**src/rtl/seq_cmp_pkg.sv**
```systemverilog
// seq_cmp_pkg: shared types and constants for the sequential comparator.
//   state_t   : controller states IDLE / RUN / DONE
//   CASC_INIT : cascade seed in {l,e,g} order (operands "equal so far")
package seq_cmp_pkg;

    typedef enum logic [1:0] {
        IDLE = 2'd0,
        RUN  = 2'd1,
        DONE = 2'd2
    } state_t;

    localparam logic [2:0] CASC_INIT = 3'b010;

endpackage

```
**src/rtl/seq_cmp_ctrl_slice.sv**
```systemverilog
// cmp3_slice: combinational 3-bit magnitude compare with cascade input.
// Ports:
//   As, Bs    : 3-bit operand slices
//   l, e, g   : cascade from the less significant slices
//   lt, eq, gt: combined result including this slice
// A difference in this slice overrides the cascade; an equal slice passes it on.
module cmp3_slice (
    input  logic [2:0] As,
    input  logic [2:0] Bs,
    input  logic       l,
    input  logic       e,
    input  logic       g,
    output logic       lt,
    output logic       eq,
    output logic       gt
);

    logic same;

    assign same = (As == Bs);
    assign lt   = (As < Bs) | (same & l);
    assign eq   = same & e;
    assign gt   = (As > Bs) | (same & g);

endmodule

```
**src/rtl/seq_cmp_ctrl.sv**
```systemverilog
// seq_cmp_ctrl: multi-cycle unsigned comparator, one 3-bit slice per cycle,
// LSB slice first, through a single time-multiplexed cmp3_slice.
// Ports:
//   clk, rst_n     : clock, asynchronous active-low reset
//   start          : compare request, honoured only while ready
//   a, b           : W-bit operands, latched on the accepting edge
//   ready          : high while idle
//   done           : one-cycle pulse when a new result is loaded
//   lt, eq, gt     : one-hot result, held until the next done
module seq_cmp_ctrl
    import seq_cmp_pkg::*;
#(
    parameter int NSLICE = 4,
    parameter int W      = 3 * NSLICE
) (
    input  logic         clk,
    input  logic         rst_n,
    input  logic         start,
    input  logic [W-1:0] a,
    input  logic [W-1:0] b,
    output logic         ready,
    output logic         done,
    output logic         lt,
    output logic         eq,
    output logic         gt
);

    localparam int unsigned IDXW = $clog2(NSLICE);
    localparam logic [IDXW-1:0] IDX_LAST = IDXW'(NSLICE - 1);

    state_t          state_q, state_d;
    logic [IDXW-1:0] idx_q, idx_d;
    logic [W-1:0]    a_q, a_d;
    logic [W-1:0]    b_q, b_d;
    logic [2:0]      casc_q, casc_d;
    logic [2:0]      res_q, res_d;

    logic [2:0]      sl_a, sl_b;
    logic            sl_lt, sl_eq, sl_gt;

    // Slice select: idx never exceeds NSLICE-1, so exactly one arm matches.
    always_comb begin
        sl_a = '0;
        sl_b = '0;
        for (int unsigned i = 0; i < NSLICE; i++) begin
            if (idx_q == IDXW'(i)) begin
                sl_a = a_q[3*i +: 3];
                sl_b = b_q[3*i +: 3];
            end
        end
    end

    cmp3_slice u_slice (
        .As (sl_a),
        .Bs (sl_b),
        .l  (casc_q[2]),
        .e  (casc_q[1]),
        .g  (casc_q[0]),
        .lt (sl_lt),
        .eq (sl_eq),
        .gt (sl_gt)
    );

    // State register
    always_ff @(posedge clk or negedge rst_n) begin
        if (!rst_n) begin
            state_q <= IDLE;
        end else begin
            state_q <= state_d;
        end
    end

    // Next-state logic
    always_comb begin
        state_d = state_q;
        case (state_q)
            IDLE:    if (start) state_d = RUN;
            RUN:     if (idx_q == IDX_LAST) state_d = DONE;
            DONE:    state_d = IDLE;
            default: state_d = IDLE;
        endcase
    end

    // Output logic
    always_comb begin
        ready = (state_q == IDLE);
        done  = (state_q == DONE);
    end

    // Datapath next-state
    always_comb begin
        idx_d  = idx_q;
        a_d    = a_q;
        b_d    = b_q;
        casc_d = casc_q;
        res_d  = res_q;
        case (state_q)
            IDLE: begin
                if (start) begin
                    a_d    = a;
                    b_d    = b;
                    idx_d  = '0;
                    casc_d = CASC_INIT;
                end
            end
            RUN: begin
                casc_d = {sl_lt, sl_eq, sl_gt};
                if (idx_q == IDX_LAST) begin
                    res_d = {sl_lt, sl_eq, sl_gt};
                    idx_d = '0;
                end else begin
                    idx_d = idx_q + 1'b1;
                end
            end
            default: ;
        endcase
    end

    // Datapath registers
    always_ff @(posedge clk or negedge rst_n) begin
        if (!rst_n) begin
            idx_q  <= '0;
            a_q    <= '0;
            b_q    <= '0;
            casc_q <= CASC_INIT;
            res_q  <= CASC_INIT;
        end else begin
            idx_q  <= idx_d;
            a_q    <= a_d;
            b_q    <= b_d;
            casc_q <= casc_d;
            res_q  <= res_d;
        end
    end

    assign lt = res_q[2];
    assign eq = res_q[1];
    assign gt = res_q[0];

endmodule

```
**config.mk**
```make
export PLATFORM = sky130hd
export DESIGN_NAME = seq_cmp_ctrl
export DESIGN_NICKNAME = d
export VERILOG_FILES = /design/src/rtl/seq_cmp_pkg.sv /design/src/rtl/seq_cmp_ctrl_slice.sv /design/src/rtl/seq_cmp_ctrl.sv
export SDC_FILE = /design/constraint.sdc
export NUM_CORES = 1
export LEC_CHECK = 0
export ABC_AREA = 1
export BUFFER_PORTS_ARGS = -buffer_cell sky130_fd_sc_hd__buf_4
export CELL_PAD_IN_SITES_DETAIL_PLACEMENT = 0
export CELL_PAD_IN_SITES_GLOBAL_PLACEMENT = 1
export CORE_ASPECT_RATIO = 0.75
export CORE_UTILIZATION = 40
export CTS_CLUSTER_DIAMETER = 200
export CTS_CLUSTER_SIZE = 14
export DETAILED_ROUTE_END_ITERATION = 7
export PLACE_DENSITY_LB_ADDON = 0.1
export SYNTH_ARGS = -nofsm -noshare
export SYNTH_HDL_FRONTEND = slang
export SYNTH_SLANG_ARGS = --single-unit
```
**constraint.sdc**
```tcl
create_clock -name clk -period 2.4 [get_ports clk]
set_clock_uncertainty 0.1 [all_clocks]
set_input_delay 0.36 -clock clk [delete_from_list [all_inputs] [get_ports clk]]
set_output_delay 0.36 -clock clk [all_outputs]
set_load 0.005 [all_outputs]
```
==> impl_metrics.yaml, run 1 <==
outcome:
  status: "finished, final reports clean"
logic_synthesis:
  synth_top_area_share_pct: 48.1
  synth_compound_area_share_pct: 6.09
  netlist_top_cells_area: "dfrtp_1 48%, nand2_1 25%, ha_1 5.3%, dfstp_2 3.2%, inv_1 2.7%"
  syn-num-nets: 241
  synth_area_per_cell_um2: 8.05
  synth-xor-area-share_pct: 0
  yosys.area_share.simple_pct: 31.6
  synth_async_sr_flop_share_pct: 100
  synth_top_family_by_area: "simple AND/OR/NAND/NOR gates"
  syn_area_mm2: 0.00167
  synth_most_common_cell: "nand2_1"
  yosysWarnings: 0
  synthMuxAreaShare_pct: 0
  seq_area_frac_synth_pct: 51.2
  ys_ff_latch: 34
  synth_area_leader_cell: "dfrtp_1"
  synth_fa_ha_area_share_pct: 5.26
  synth_ff_type: "dfrtp_1"
  netlist_instances: 207
  synth.cells.most_frequent: "112 x nand2_1, 32 x dfrtp_1, 12 x inv_1"
  synth_cell_types: 22
  synth-edff-count: 0
setup_path:
  crit_arrival_ns: 2.24
  endpoint_kind: "register"
  worstPathMaxFanout: 5
  cp-start-kind: "register"
  rrSetupSlack_ns: 0.23
  crit_type: "reg -> reg"
  required_ns: 2.47
placement:
  place_area_mm2: 0.00192
  io_buffer_count: 31
  dp_hpwl_mm: 2.54
  gp_congestion: 0.801
min_path:
  hold_path_class: "in -> reg"
global_route:
  grt_pass1_wl_mm: 6.32
  grt_pass1_vias: 1337
  antenna_found_initial: 0
  overflow: 0
  grt_max_degree: 35
  grtUsageTotal_pct: 18.8
timing:
  fin_crit_ns: 2.17
  tightestPinTransition_ns: 0.420
  holdWs_ns: 0.174
  timing.fmax_mhz: 460
  fin_crit_sh_pct: 90.5
  maxSlewViolCount: 0
  finalSetupViolCount: 0
  hold_violations: 0
  slew-limit-headroom_pct: 72.0
detailed_routing:
  via_per_inst: 4.64
  first_pass_iters: 4
  routedWlPerCell_um: 12.1
  ant_nets: 0
  drtIter0Drc: 59
  drc: 0
  dr_total_vias: 1365
  routed_wl_mm: 3.54
die:
  die_height_um: 57.9
  start_util_pct: 43.5
  die_area_mm2: 0.00443
  fp-row-count: 19
  ios: 32
  core_mm2: 0.00383
  dieWidth_um: 76.5
layout:
  layout.nets: 275
  antennaDiodeCount: 0
  design_area_mm2: 0.00206
  drive_above_1_share_pct: 21.9
  nFillCells: 374
  syn_to_final_growth_pct: 23.7
clock_network:
  htreeDepth: 2
  cts-root-buf: "clkbuf_8"
  cts_tree: "yes"
  path_clk_slew_ns: 0.06
  clk_path_buf_depth: 2
  numCtsBuffers: 5
  cts_setup_buffers: 0
  clk_latency_ns: 0.28
  cts.sinks: 34
run:
  drv_cap: 0
power_and_ir_drop:
  powerDensity_mw_per_mm2: 1410
  vdd_drop_max_mv: 0.576
  p_leak_nw: 1.11
==> flip-flops by register name, indices dropped and copies added, names as in the netlist <==
name     cells
state_q      2
casc_q       3
a_q         12
b_q         12
res_q        3
idx_q        2
==> cell usage in the layout, fill, tap and decap left out, types with 3 or more instances in the layout <==
cell type  count
dfrtp_1       31
a22oi_1        3
a21oi_1        8
ha_1           4
o211ai_1       3
nor2_1         9
clkbuf_8       6
buf_4         31
inv_1         11
nor2_4         4
nand2_1      112
==> per-layer routing <==
layer,track usage (%),vias to the layer above,wire [µm]
li1,-,710,-
met1,27.0,606,1780
met2,27.5,44,1510
met3,5.67,5,219
met4,5.77,0,36
met5,0,-,0
==> metrics by stage <==
stage / cells / power, mW / worst slack [ns] / util [%] / setup TNS [ns]
final: 294 / 2.91 / 0.227 / 53.8 / 0
after CTS: 294 / 2.87 / 0.0991 / 52.9 / 0
after global placement: 285 / 2.39 / 0.188 / 50.2 / 0
after floorplan: 207 / 2.07 / 0.396 / - / 0
after global routing: 294 / 3.24 / -0.00280 / 53.8 / -0.00280
after detailed placement: 285 / 2.43 / 0.104 / 50.2 / 0
==> cell type report <==
cell class / count / area [µm²] / share of cell area (%)
clock buffers: 7 / 86.3 / 4.19
flip-flops and latches: 34 / 855 / 41.5
well taps: 52 / 65.1 / 3.16
multi-input cells: 154 / 749 / 36.4
repair buffers: 32 / 243 / 11.8
inverters: 14 / 57.6 / 2.79
clock inverters: 1 / 5.00 / 0.243
==> timing repair <==
item,CTS,global route
gates resized for setup,0,9
hold endpoints to repair,32,0
hold buffers,1,0
endpoints found under the setup margin,0,6
==> power breakdown <==
part	leakage (nW)	internal (mW)	total (mW)	switching, mW
sequential	0.416	0.863	1.07	0.206
combinational	0.647	0.565	1.42	0.854
clock	0.0482	0.231	0.420	0.189
==> cell families (layout without fill, tap and decap cells) <==
group / count (synthesis) / in the layout
buf+inv: 19 / 54
fa+ha+maj: 7 / 7
compound gates: 17 / 17
flops: 34 / 34
simple gates: 130 / 130
==> path summary, 6_finish.rpt <==
path	from	to	depth (start not counted)
worst max register to register	idx_q[1]	casc_q[0]	14
min in group asynchronous	rst_n	b_q[3]	2
worst min register to register	a_q[10]	a_q[10]	2
worst min-delay path	b[0]	b_q[0]	3
worst max-delay path	idx_q[1]	casc_q[0]	14
max in group asynchronous	rst_n	casc_q[1]	2
==> worst max-delay path, stage by stage, from the launching register on <==
cell	delay (ns)
dfrtp_1	0.44
inv_1	0.14
ha_1	0.19
inv_1	0.08
nor2_4	0.12
nand2_1	0.07
nand2_1	0.05
a22oi_1	0.06
ha_1	0.34
a21oi_1	0.16
nand2_1	0.08
nand2_1	0.06
nand2_1	0.07
nand2_1	0.07
nand2_1	0.05
Power figures use the tool's default switching activity.
==> run 2, diff against run 1 <==
==> constraint.sdc (replaced) <==
create_clock -name clk -period 2.4 [get_ports clk]
set_clock_uncertainty 0.1 [all_clocks]
set_input_delay 0.72 -clock clk [delete_from_list [all_inputs] [get_ports clk]]
set_output_delay 0.72 -clock clk [all_outputs]
set_load 0.005 [all_outputs]
==> run 2 against run 1 <==
Net effect: non-clock buffer count fell by 1; sequential share of layout area rose by 0.20 points; register-to-register slack barely moved; die area did not move; largest power group unchanged; highest routed layer unchanged.
==> impl_metrics.yaml, run 2 (synthesis gave the netlist of run 1 again) <==
power_and_ir_drop:
  vdd_drop_max_mv: 0.575
  powerDensity_mw_per_mm2: 1420
  power_mw: 2.91
  p_leak_nw: 1.11
outcome:
  status: "finished, final reports clean"
setup_path:
  cp_slowest_stage_delay_ns: 0.44
  cpMaxStageDelayCell: "dfrtp_1"
  crit_arrival_ns: 2.24
  crit_family: "simple AND/OR/NAND/NOR gates"
  worstPathMaxFanout: 5
  r2r-start: "idx_q[1]"
  r2r_end: "casc_q[0]"
  required_ns: 2.47
  endpoint_kind: "register"
  critical_path.cell_chain: "inv_1, ha_1, inv_1, nor2_4, nand2_1, nand2_1, a22oi_1, ha_1, a21oi_1, nand2_1, nand2_1, nand2_1, nand2_1, nand2_1"
  cp-start-kind: "register"
  r2r_cells: 14
  crit_buf_inv: 2
  cp_common_cell: "nand2_1"
  crit_type: "reg -> reg"
  rrSetupSlack_ns: 0.23
timing:
  setup_ws_ns: 0.229
  slew-limit-headroom_pct: 72.0
  fin_crit_sh_pct: 90.4
  tightestPinTransition_ns: 0.419
  fin_crit_ns: 2.17
  finalSetupViolCount: 0
  timing.fmax_mhz: 461
  hold_violations: 0
  maxSlewViolCount: 0
clock_network:
  path_clk_slew_ns: 0.06
  cts_setup_buffers: 0
  htreeDepth: 2
  clk_latency_ns: 0.28
  cts-root-buf: "clkbuf_8"
  cts_tree: "yes"
  clk_path_buf_depth: 2
  numCtsBuffers: 5
  cts.sinks: 34
layout:
  drive_above_1_share_pct: 22.0
  layout.nets: 274
  antennaDiodeCount: 0
  design_area_mm2: 0.00205
  syn_to_final_growth_pct: 23.1
  fin_util_pct: 53.6
  final_common_cell: "nand2_1"
  top_regs: "a_q x12, b_q x12"
  final_cell_mix: "112 x nand2_1, 31 x dfrtp_1, 31 x buf_4"
die:
  start_util_pct: 43.5
  dieWidth_um: 76.5
  die_height_um: 57.9
  fp-row-count: 19
  die_area_mm2: 0.00443
  core_mm2: 0.00383
  ios: 32
global_route:
  antenna_found_initial: 0
  grt_pass1_wl_mm: 6.27
  grtUsageTotal_pct: 18.6
  grt_pass1_vias: 1327
  overflow: 0
  grt_max_degree: 35
detailed_routing:
  via_per_inst: 4.62
  routedWlPerCell_um: 12.0
  ant_nets: 0
  first_pass_iters: 5
  dr_total_vias: 1354
  routed_wl_mm: 3.51
  drc: 0
  drtIter0Drc: 56
placement:
  dp_hpwl_mm: 2.54
  dp_slack_ns: 0.104
  io_buffer_count: 31
  gp_congestion: 0.801
  place_area_mm2: 0.00192
min_path:
  hold_path_class: "in -> async"
run:
  drv_cap: 0
run 2: changes by cell type in the layout (fill, tap and decap cells not counted), sizes merged:
cell	before	now
dlygate4sd3	1	0
run 2: final cells by class:
cell class | count | area (µm²)
fillers | 375 | 1780
inverters | 14 | 57.6
repair buffers | 31 | 233
clock buffers | 7 | 86.3
multi-input cells | 154 | 749
well taps | 52 | 65.1
clock inverters | 1 | 5.00
flip-flops and latches | 34 | 855
run 2: stage by stage:
step                      setup TNS [ns]  hold slack (ns)  std cells
final                                  0            0.280        293
after global routing            -0.00280            0.301        293
after CTS                              0            0.286        293
after detailed placement               0            0.371        285
after global placement                 0            0.351        285
after floorplan                        0            0.324        207
run 2: timing repair:
| item | in CTS | in global routing |
|---|---|---|
| endpoints found under the setup margin | 0 | 6 |
| gates resized for setup | 0 | 9 |
| hold buffers | 0 | 0 |
run 2: layer usage:
| layer | share of wire, % | vias up | global-route usage, % |
|---|---|---|---|
| met1 | 51 | 600 | 26.9 |
| met3 | 6.0 | 5 | 5.67 |
| met5 | 0 | - | 0 |
| met4 | 1.0 | 0 | 5.77 |
| met2 | 42 | 41 | 27.0 |
| li1 | - | 708 | - |
run 2: worst max-delay path by stage:
| stage | slack [ns] | endpoint | depth (start not counted) | from |
|---|---|---|---|---|
| finish | 0.23 | casc_q[0] | 14 | idx_q[1] |
| global route | -0.003 | casc_q[0] | 14 | idx_q[1] |
| CTS | 0.1 | casc_q[0] | 13 | idx_q[0] |
| detailed placement | 0.10 | casc_q[0] | 13 | idx_q[0] |
| global placement | 0.19 | casc_q[0] | 13 | idx_q[0] |
| floorplan | 0.40 | casc_q[0] | 13 | idx_q[0] |
run 2: report_power, final:
part	total, mW	switching (mW)	internal, mW
logic	1.42	0.853	0.565
registers	1.07	0.206	0.863
clock network	0.420	0.189	0.231
total	2.91	1.25	1.66
